[src/rtl/shift_seq_pkg.sv]
// Shared opcode and FSM state definitions for the iterative shifter.
// Rotate opcodes are legal only when SHIFT_SEQ_ROTATE_EN is defined.
package shift_seq_pkg;

    localparam int AMT_W = 5;

    typedef enum logic [2:0] {
        OP_SLL = 3'd0,
        OP_SRL = 3'd1,
        OP_SRA = 3'd2,
        OP_ROL = 3'd3,
        OP_ROR = 3'd4
    } op_e;

    typedef enum logic [1:0] {
        ST_IDLE  = 2'd0,
        ST_SHIFT = 2'd1,
        ST_DONE  = 2'd2
    } state_e;

    function automatic logic op_legal(input logic [2:0] op);
`ifdef SHIFT_SEQ_ROTATE_EN
        return op <= OP_ROR;
`else
        return op <= OP_SRA;
`endif
    endfunction

endpackage

[src/rtl/shift_seq_step.sv]
// Combinational single-position shift/rotate of a 32-bit value.
// Rotate steps exist only when SHIFT_SEQ_ROTATE_EN is defined.
module shift_seq_step
    import shift_seq_pkg::*;
(
    input  logic [31:0] value,
    input  logic [2:0]  op,
    output logic [31:0] stepped
);

    always_comb begin
        // NOTE: default assignment first so no path through the case leaves stepped unassigned (no latch).
        stepped = value;
        case (op)
            OP_SLL:  stepped = {value[30:0], 1'b0};
            OP_SRL:  stepped = {1'b0, value[31:1]};
            OP_SRA:  stepped = {value[31], value[31:1]};
`ifdef SHIFT_SEQ_ROTATE_EN
            OP_ROL:  stepped = {value[30:0], value[31]};
            OP_ROR:  stepped = {value[0], value[31:1]};
`endif
            default: stepped = value;
        endcase
    end

endmodule

[src/rtl/shift_seq_unit.sv]
// Multi-cycle iterative shifter: one bit position per clock, registered done/result.
// Build option SHIFT_SEQ_ROTATE_EN enables the ROL/ROR opcodes.
module shift_seq_unit
    import shift_seq_pkg::*;
#(
    parameter int WIDTH = 32
) (
    input  logic             clk,
    input  logic             reset,
    input  logic             start,
    input  logic [2:0]       op,
    input  logic [WIDTH-1:0] data_in,
    input  logic [AMT_W-1:0] shift_amt,
    output logic [WIDTH-1:0] result,
    output logic             busy,
    output logic             done,
    output logic             op_err
);

    state_e             state_q, state_d;
    logic [AMT_W-1:0]   cnt_q, cnt_d;
    logic [WIDTH-1:0]   acc_q, acc_d;
    logic [2:0]         op_q, op_d;
    logic [WIDTH-1:0]   result_q, result_d;
    logic               busy_q, busy_d;
    logic               done_q, done_d;
    logic               op_err_q, op_err_d;
    logic [WIDTH-1:0]   step_out;

    shift_seq_step u_step (
        .value   (acc_q),
        .op      (op_q),
        .stepped (step_out)
    );

    always_comb begin
        state_d  = state_q;
        cnt_d    = cnt_q;
        acc_d    = acc_q;
        op_d     = op_q;
        result_d = result_q;
        op_err_d = op_err_q;
        busy_d   = 1'b0;
        done_d   = 1'b0;
        case (state_q)
            ST_IDLE: begin
                if (start) begin
                    acc_d    = data_in;
                    cnt_d    = shift_amt;
                    op_d     = op;
                    op_err_d = !op_legal(op);
                    // Illegal ops and zero amounts skip SHIFT; result is the operand itself.
                    if (!op_legal(op) || shift_amt == '0) begin
                        state_d  = ST_DONE;
                        done_d   = 1'b1;
                        result_d = data_in;
                    end else begin
                        state_d = ST_SHIFT;
                        busy_d  = 1'b1;
                    end
                end
            end
            ST_SHIFT: begin
                acc_d = step_out;
                cnt_d = cnt_q - 1'b1;
                if (cnt_q == AMT_W'(1)) begin
                    state_d  = ST_DONE;
                    done_d   = 1'b1;
                    result_d = step_out;
                end else begin
                    busy_d = 1'b1;
                end
            end
            default: state_d = ST_IDLE;
        endcase
    end

    // Outputs are driven straight from flops so no input reaches them combinationally.
    always_ff @(posedge clk) begin
        // NOTE: non-blocking assignments so every flop samples pre-edge values, whatever the statement order.
        if (reset) begin
            state_q  <= ST_IDLE;
            cnt_q    <= '0;
            acc_q    <= '0;
            op_q     <= '0;
            result_q <= '0;
            busy_q   <= 1'b0;
            done_q   <= 1'b0;
            op_err_q <= 1'b0;
        end else begin
            state_q  <= state_d;
            cnt_q    <= cnt_d;
            acc_q    <= acc_d;
            op_q     <= op_d;
            result_q <= result_d;
            busy_q   <= busy_d;
            done_q   <= done_d;
            op_err_q <= op_err_d;
        end
    end

    assign result = result_q;
    assign busy   = busy_q;
    assign done   = done_q;
    assign op_err = op_err_q;

endmodule
[config.mk]
export PLATFORM = sky130hd
export DESIGN_NAME = shift_seq_unit
export DESIGN_NICKNAME = d
export VERILOG_FILES = /design/src/rtl/shift_seq_pkg.sv /design/src/rtl/shift_seq_step.sv /design/src/rtl/shift_seq_unit.sv
export SDC_FILE = /design/constraint.sdc
export NUM_CORES = 1
export LEC_CHECK = 0
export ABC_AREA = 1
export CAP_MARGIN = 20
export CORE_ASPECT_RATIO = 0.75
export CORE_MARGIN = 2
export CORE_UTILIZATION = 55
export CTS_BUF_LIST = sky130_fd_sc_hd__clkbuf_4
export CTS_CLUSTER_SIZE = 16
export DETAILED_ROUTE_END_ITERATION = 8
export GPL_ROUTABILITY_DRIVEN = 0
export PLACE_DENSITY = 0.83
export SYNTH_ARGS = -nofsm -noshare
export SYNTH_HDL_FRONTEND = slang
export SYNTH_SLANG_ARGS = --single-unit
[constraint.sdc]
create_clock -name clk -period 3.4 [get_ports clk]
set_input_delay 0.85 -clock clk [delete_from_list [all_inputs] [get_ports clk]]
set_output_delay 0.85 -clock clk [all_outputs]
set_load 0.05 [all_outputs]
* Word level (Yosys, flattened, before mapping)
Cells that the tools add are included.
Storage, ports and cells: register bits after elaboration 77, bits in latches 0, bits in writable memories 0, ROM bits 0, input port bits 43, output and inout bits 35, memories 0
Operators by class: $add $sub $neg 1, multipliers 0, divide/modulo/power cells 0, magnitude comparators 1, eq/ne operators 7, shifts and indexed selects 0, muxes and demuxes 21, bitwise gates (word level) 0, reductions and logical operators 10
Operators by type and width (count):
- $mux W32 | 4
- $pmux W32 S2 | 2
- $pmux W32 S3 | 1
- $pmux W5 S2 | 1
- $mux W1 | 6
- $mux W2 | 3
- $ne A2 B2 Y1 const B | 3
- $reduce_and A2 Y1 | 3
- $eq A5 B1 Y1 const B | 1
- $logic_not A5 Y1 | 1
- $mux W5 | 1
- $sub A5 B1 Y5 const B | 1
- $pmux W1 S2 | 2
- $pmux W2 S2 | 1
- $reduce_and A4 Y1 | 1
- $eq A3 B1 Y1 const B | 1
- $eq A3 B2 Y1 const B | 1
- $le A3 B2 Y1 const B | 1
- $logic_not A3 Y1 | 1
- $eq A2 B1 Y1 const B | 1
- $logic_not A2 Y1 | 1
- $reduce_bool A2 Y1 | 1
- $logic_not A1 Y1 | 1
- $logic_or A1 B1 Y1 | 1

* Longest topological paths before layout
Gate-level depths: netlist of the first run.
depth in word-level cells 6, mapped depth 11, gate-level depth less buffers 10

* Hierarchy
A second synthesis of the first run with hierarchy kept.
Second synthesis, totals: cell total of the unflattened synthesis 648, area, all modules 4199.0 µm²
By module, submodules not included:
- shift_seq_unit | times used 1, cells an instance 499, area each 3438.3 µm², seq. area each 1541.5 µm²
- shift_seq_step | times used 1, cells an instance 149, area each 760.7 µm², seq. area each 0.0 µm²

* Worst setup path before layout of the first run
Ideal clock, no wire load.
kind input-to-reg, start in start, end reg acc_q[23], setup time 130 ps, data arrival time 1558 ps, data required time 3270 ps, setup slack 1712 ps, stages on the path 5, buffers on the path 1, path through o21ai_4 > inv_2 > clkbuf_1 > o21ai_0 > a21oi_2
Between the ends: word-level cells in the longest chain between the ends 2
RTL lines:
- start, declared | line shift_seq_unit.sv:10 | input logic start,
- $ne A2 B2 Y1 (no source line)
- $reduce_and A2 Y1 (no source line)
- end signal, assigned | line shift_seq_unit.sv:84 | acc_q <= '0;
- end signal, assigned | line shift_seq_unit.sv:93 | acc_q <= acc_d;
- end, declared | line shift_seq_unit.sv:22 | logic [WIDTH-1:0] acc_q, acc_d;
No other way between the ends. A chain may end at the register's enable or synchronous reset.

* Worst setup path after layout of the first run
start reg result_q[0], in the netlist result[0], end out result[0]
RTL lines:
- start, declared | line shift_seq_unit.sv:24 | logic [WIDTH-1:0] result_q, result_d;
- start signal, assigned | line shift_seq_unit.sv:95 | result_q <= result_d;
- end, declared | line shift_seq_unit.sv:14 | output logic [WIDTH-1:0] result,
No word-level cell between the ends.

==> results of run 1 <==
[metrics by stage]
stage               instance area (um2)  util (%)
floorplan                          4360         -
global placement                   5030      64.7
detailed placement                 5030      64.7
CTS                                5210      67.0
global route                       5210      67.0
finish                             5210      67.0
[power groups by stage]
stage                     Sequential, mW  Combinational, mW  Clock [mW]
after detailed placement            1.10              0.824           0
final                               1.09              0.834       0.710
after CTS                           1.08              0.830       0.715
after global routing                1.10              0.915       0.754
after global placement              1.10              0.806           0
after floorplan                     1.25              0.464           0
[flip-flops by register name (all words and copies together) (netlist names)]
register  cells
acc_q        32
busy          1
cnt_q         5
done          1
op_err        1
op_q          3
result       32
state_q       2
[worst paths after layout]
kind	start	endpoint	slack (ns)	cells after the start
worst max-delay path	result[0]	result[0]	0.92	1
worst min-delay path	cnt_q[4]	cnt_q[4]	0.51	2
worst max register to register	op_q[1]	acc_q[20]	1.17	8
worst min register to register	cnt_q[4]	cnt_q[4]	0.51	2
[placed cells by master (no fill, tap or decap), drive strengths merged, types with 3 or more instances in the layout]
cell type,netlist,final
or2,16,16
o21bai,16,16
buf,28,5
inv,68,68
nand2,149,149
a21oi,73,73
nand3,101,101
nor2,31,31
nand4,4,4
clkbuf,15,11
clkinv,1,3
bufinv,0,3
clkdlybuf4s50,0,77
o21ai,56,56
dfxtp,77,77
[final cells by class]
cell class,count,area [um2]
repair buffers,82,808
multi-input cells,454,2290
clock buffers,11,82.6
clock inverters,5,98.8
inverters,69,262
flip-flops and latches,77,1540
fillers,720,2560
well taps,105,131
[tightest hold or removal path, stage by stage (launching register included)]
cell and delay (ns):
dfxtp_1 0.35, nand2_1 0.07, a21oi_1 0.06
[kinds of logic (layout without fill, tap and decap cells)]
kind of cell / Yosys count / after routing
compound gates: 149 / 149
xor+xnor: 2 / 2
fa+ha+maj: 2 / 2
buf+inv: 112 / 167
flops: 77 / 77
simple gates: 301 / 301
[per-layer routing]
layer	wire (um)	up-vias
li1	-	2210
met2	5420	211
met1	4780	2010
met3	962	14
met4	87	0
met5	0	-
==> metrics.csv, run 1 <==
metric,value,unit
status,completed,
critical_path_arrival,1.63,ns
grt_start_max_net_pins,71,
power_frac_comb,31.7,%
instances_no_fill,803,
grt.met1_usage,35.7,%
cp_max_fo,2,
synth.area.top_cells,"dfxtp_1, nand2_1, nand3_1",
grt_util_met3,5.94,%
synth_mux_area_share,0,%
hpwl,7080,um
synthArstFlopShare,0,%
power.share.clock,27.0,%
grt_usage,26.8,%
rsz0062_at_grt,no,
yosysMostFrequentCell,nand2_1,
cts_setup_buffers,0,
dieArea,8660,um2
finalNetCount,738,
cts.clk_slew.worst_paths,0.12,ns
place_inst,787,
drt_iter0_markers,493,
synthTopCellsByCount,"nand2_1, nand3_1, dfxtp_1, inv_1, a21oi_1",
hold_ws,0.505,ns
grt_pass1_wl,19000,um
crit_path_end_kind,output port,
p_leak,2.18,nW
htree_levels,3,
start_kind,flop,
slew_headroom,30.8,%
min_period_over_period,72.9,%
yosysTopAreaCell,dfxtp_1,
drv_slew,0,
netlist_area,4360,um2
crit_buf_inv,1,
routedWlPerCell,14.0,um
core_area,7780,um2
synth_cell_types,31,
skew,0.00927,ns
synthXorXnorAreaFrac,0.402,%
synth_top_area_share,35.4,%
grt_pass1_vias,4039,
vias,4445,
die_h,81.1,um
use_met2,45.1,%
synth-compound-area-share,20.7,%
power_switching,0.959,mW
synth_edf_count,0,
numCtsBuffers,9,
critPathKind,reg2out,
die_x,107,um
fin_ws,0.920,ns
crit_chain,clkdlybuf4s50_1,
seq_area_frac_synth,35.4,%
power,2.63,mW
cts.sinks,77,
required,2.55,ns
worstMarginPinSlew,1.04,ns
post-route-min-period,2.48,ns
setup_viol,0,
syn_avg_cell_area,6.78,um2
finalHoldViolCount,0,
grt-ovfl-total,0,
num_io_pins,78,
placementRows,28,
viasPerCell,5.54,
powerDensity,504,nW/um2
maxCapViolCount,0,
cts_tree,done,
diodes,0,
cts_buffer_depth,2,
area_growth_syn_to_layout,19.6,%
p_int,1.67,mW
ir_drop,0.336,mV
ys_warn_count,0,
io_buffers,77,
drive_gt1_share,10.7,%
max_freq,403,MHz
antenna_found_initial,0,
root_buffer,clkbuf_4,
busiest_layer,met2,
synthAdderAreaFrac,0.574,%
timing.setup.tns,0,ns
p_sw_share,36.5,%
synth_cells,643,
post_cts_resized,0,
ant_nets,0,
wirelength,11200,um
syn-num-nets,688,
yosys.area_share.simple,30.9,%
drc_errors,0,
hp-class,reg2reg,
slowest_stage,clkdlybuf4s50_1,
hold_buffers,0,
crit_family,buffers and inverters,
synth_top_family_by_area,simple AND/OR/NAND/NOR gates,
pre_cts_ws,0.582,ns
firstDrtPassIters,5,
worstSkewPairLatency,0.43,ns
synth_ff_type,dfxtp_1,
initial_utilization,56.0,%
cp_slowest_stage_delay,0.82,ns
synth_seq_cells,77,
p_seq_share,41.3,%
(Power assumes the default switching activity.)
==> run 2, diff against run 1 <==
clock period = 2.3 ns   (was 3.4 ns; I/O delays follow)
==> run 2 against run 1 <==
Against the previous run:
- non-clock buffer count is 5 higher
- critical path depth stayed put
- cell count is 0.62% higher
- critical path type unchanged
- largest cell class unchanged
- largest power group unchanged
==> metrics.csv, run 2 (synthesis results as in run 1) <==
metric,value,unit,change
status,completed,,
power.share.clock,24.4,%,-2.6 points
timing.setup.tns,0,ns,unchanged
cts.clk_slew.worst_paths,0.13,ns,about the same
finalHoldViolCount,0,,unchanged
hpwl,6960,um,-1.7%
setup_viol,0,,unchanged
required,1.73,ns,-0.82 ns
root_buffer,clkbuf_4,,
place_inst,792,,+0.64%
drc_errors,0,,unchanged
drive_gt1_share,11.2,%,+0.49 points
min_period_over_period,97.7,%,
critPathKind,reg2out,,
vias,4390,,-1.2%
start_kind,flop,,
cts_tree,done,,
mostFrequentLayoutCells,"nand2_1, nand3_1, dfxtp_1, clkdlybuf4s50_1, inv_1",,
rsz0062_at_grt,no,,
antenna_found_initial,0,,unchanged
hp-class,reg2reg,,
fillers,716,,-0.56%
core_area,7780,um2,unchanged
p_seq_share,42.6,%,+1.3 points
ant_nets,0,,unchanged
crit_family,buffers and inverters,,
instances_no_fill,808,,+0.62%
p_int,2.37,mW,+42%
area_growth_syn_to_layout,20.7,%,
post-route-min-period,2.25,ns,
cts_setup_buffers,0,,unchanged
worstSkewPairLatency,0.43,ns,about the same
powerDensity,716,nW/um2,+42%
drt_iter0_markers,412,,-16%
pre_cts_ws,0.173,ns,-0.409 ns
grt_pass1_vias,3898,,-3.5%
firstDrtPassIters,5,,unchanged
placementRows,28,,unchanged
grt-ovfl-total,0,,unchanged
wirelength,10800,um,-4.4%
io_buffers,77,,unchanged
p_sw_share,37.2,%,+0.78 points
crit_chain,clkdlybuf4s50_1,,
post_cts_resized,0,,unchanged
worstMarginPinSlew,0.501,ns,-0.536 ns
grt_start_max_net_pins,71,,unchanged
num_io_pins,78,,unchanged
routedWlPerCell,13.3,um,-5.0%
diodes,0,,unchanged
drv_slew,0,,unchanged
die_h,81.1,um,unchanged
die_x,107,um,unchanged
hold_ws,0.513,ns,+0.00812 ns
power,3.77,mW,+43%
numCtsBuffers,9,,unchanged
critical_path_arrival,1.67,ns,+0.04 ns
final_cell_area,5260,um2,+0.89%
slew_headroom,66.5,%,+36 points
htree_levels,3,,unchanged
hold_buffers,0,,unchanged
cts_buffer_depth,2,,unchanged
crit_path_end_kind,output port,,
initial_utilization,56.0,%,unchanged
fin_util,67.6,%,+0.60 points
p_leak,2.20,nW,+1.1%
ir_drop,0.534,mV,+59%
fin_ws,0.0518,ns,-0.868 ns
grt_usage,25.3,%,-1.5 points
dieArea,8660,um2,unchanged
finalNetCount,743,,+0.68%
cp_slowest_stage_delay,0.83,ns,about the same
maxCapViolCount,0,,unchanged
viasPerCell,5.43,,-1.8%
cts.sinks,77,,unchanged
final_common_cell,nand2_1,,
power_frac_comb,33.0,%,+1.3 points
dpl_cell_area,5110,um2,+1.5%
power_switching,1.40,mW,+46%
cp_max_fo,2,,unchanged
skew,0.0158,ns,+0.00650 ns
max_freq,445,MHz,
slowest_stage,clkdlybuf4s50_1,,
crit_buf_inv,1,,unchanged
grt_pass1_wl,17800,um,-6.4%
## run 2: changes by cell type in the layout (fill, tap and decap cells not counted)
cell and change:
buf_12 +3, buf_4 +2, bufinv_16 -1, clkbuf_4 -1, clkinv_1 +1, clkinv_2 +1
## run 2: worst paths after layout
kind	from	end	depth (start not counted)	slack, ns
max	result[0]	result[0]	1	0.05
min	cnt_q[3]	cnt_q[3]	2	0.51
max reg2reg	op_q[0]	acc_q[3]	6	0.52
min reg2reg	cnt_q[3]	cnt_q[3]	2	0.51
## run 2: power by group through the flow
stage | Combinational [mW] | Clock (mW) | Sequential (mW)
after global routing | 1.36 | 0.980 | 1.63
after floorplan | 0.686 | 0 | 1.85
after global placement | 1.21 | 0 | 1.63
after CTS | 1.24 | 0.930 | 1.60
final | 1.24 | 0.919 | 1.61
after detailed placement | 1.23 | 0 | 1.63
## run 2: layout make-up
type | instances | area, um2 | area share, %
Clock buffer | 10 | 75.1 | 1.43
Clock inverter | 6 | 77.6 | 1.47
Inverter | 69 | 262 | 4.97
Multi-Input combinational cell | 454 | 2290 | 43.5
Sequential cell | 77 | 1540 | 29.3
Tap cell | 105 | 131 | 2.50
Timing Repair Buffer | 87 | 883 | 16.8
## run 2: layer usage
metal / vias up / global-route usage [%] / wire, um
met5: - / 0 / 0
met4: 0 / 8.18 / 145
met3: 18 / 5.30 / 771
met2: 185 / 42.3 / 5020
met1: 1979 / 33.0 / 4820
li1: 2208 / - / -
## run 2: tightest hold or removal path: stages, from the launching register on
cell     delay [ns]
dfxtp_1        0.35
nand2_1        0.07
a21oi_1        0.06
==> run 3, diff against run 2 <==
SLEW_MARGIN = 10   (was unset)
==> results of run 3 <==
Final layout, timing and power as in run 2 (identical DEF).
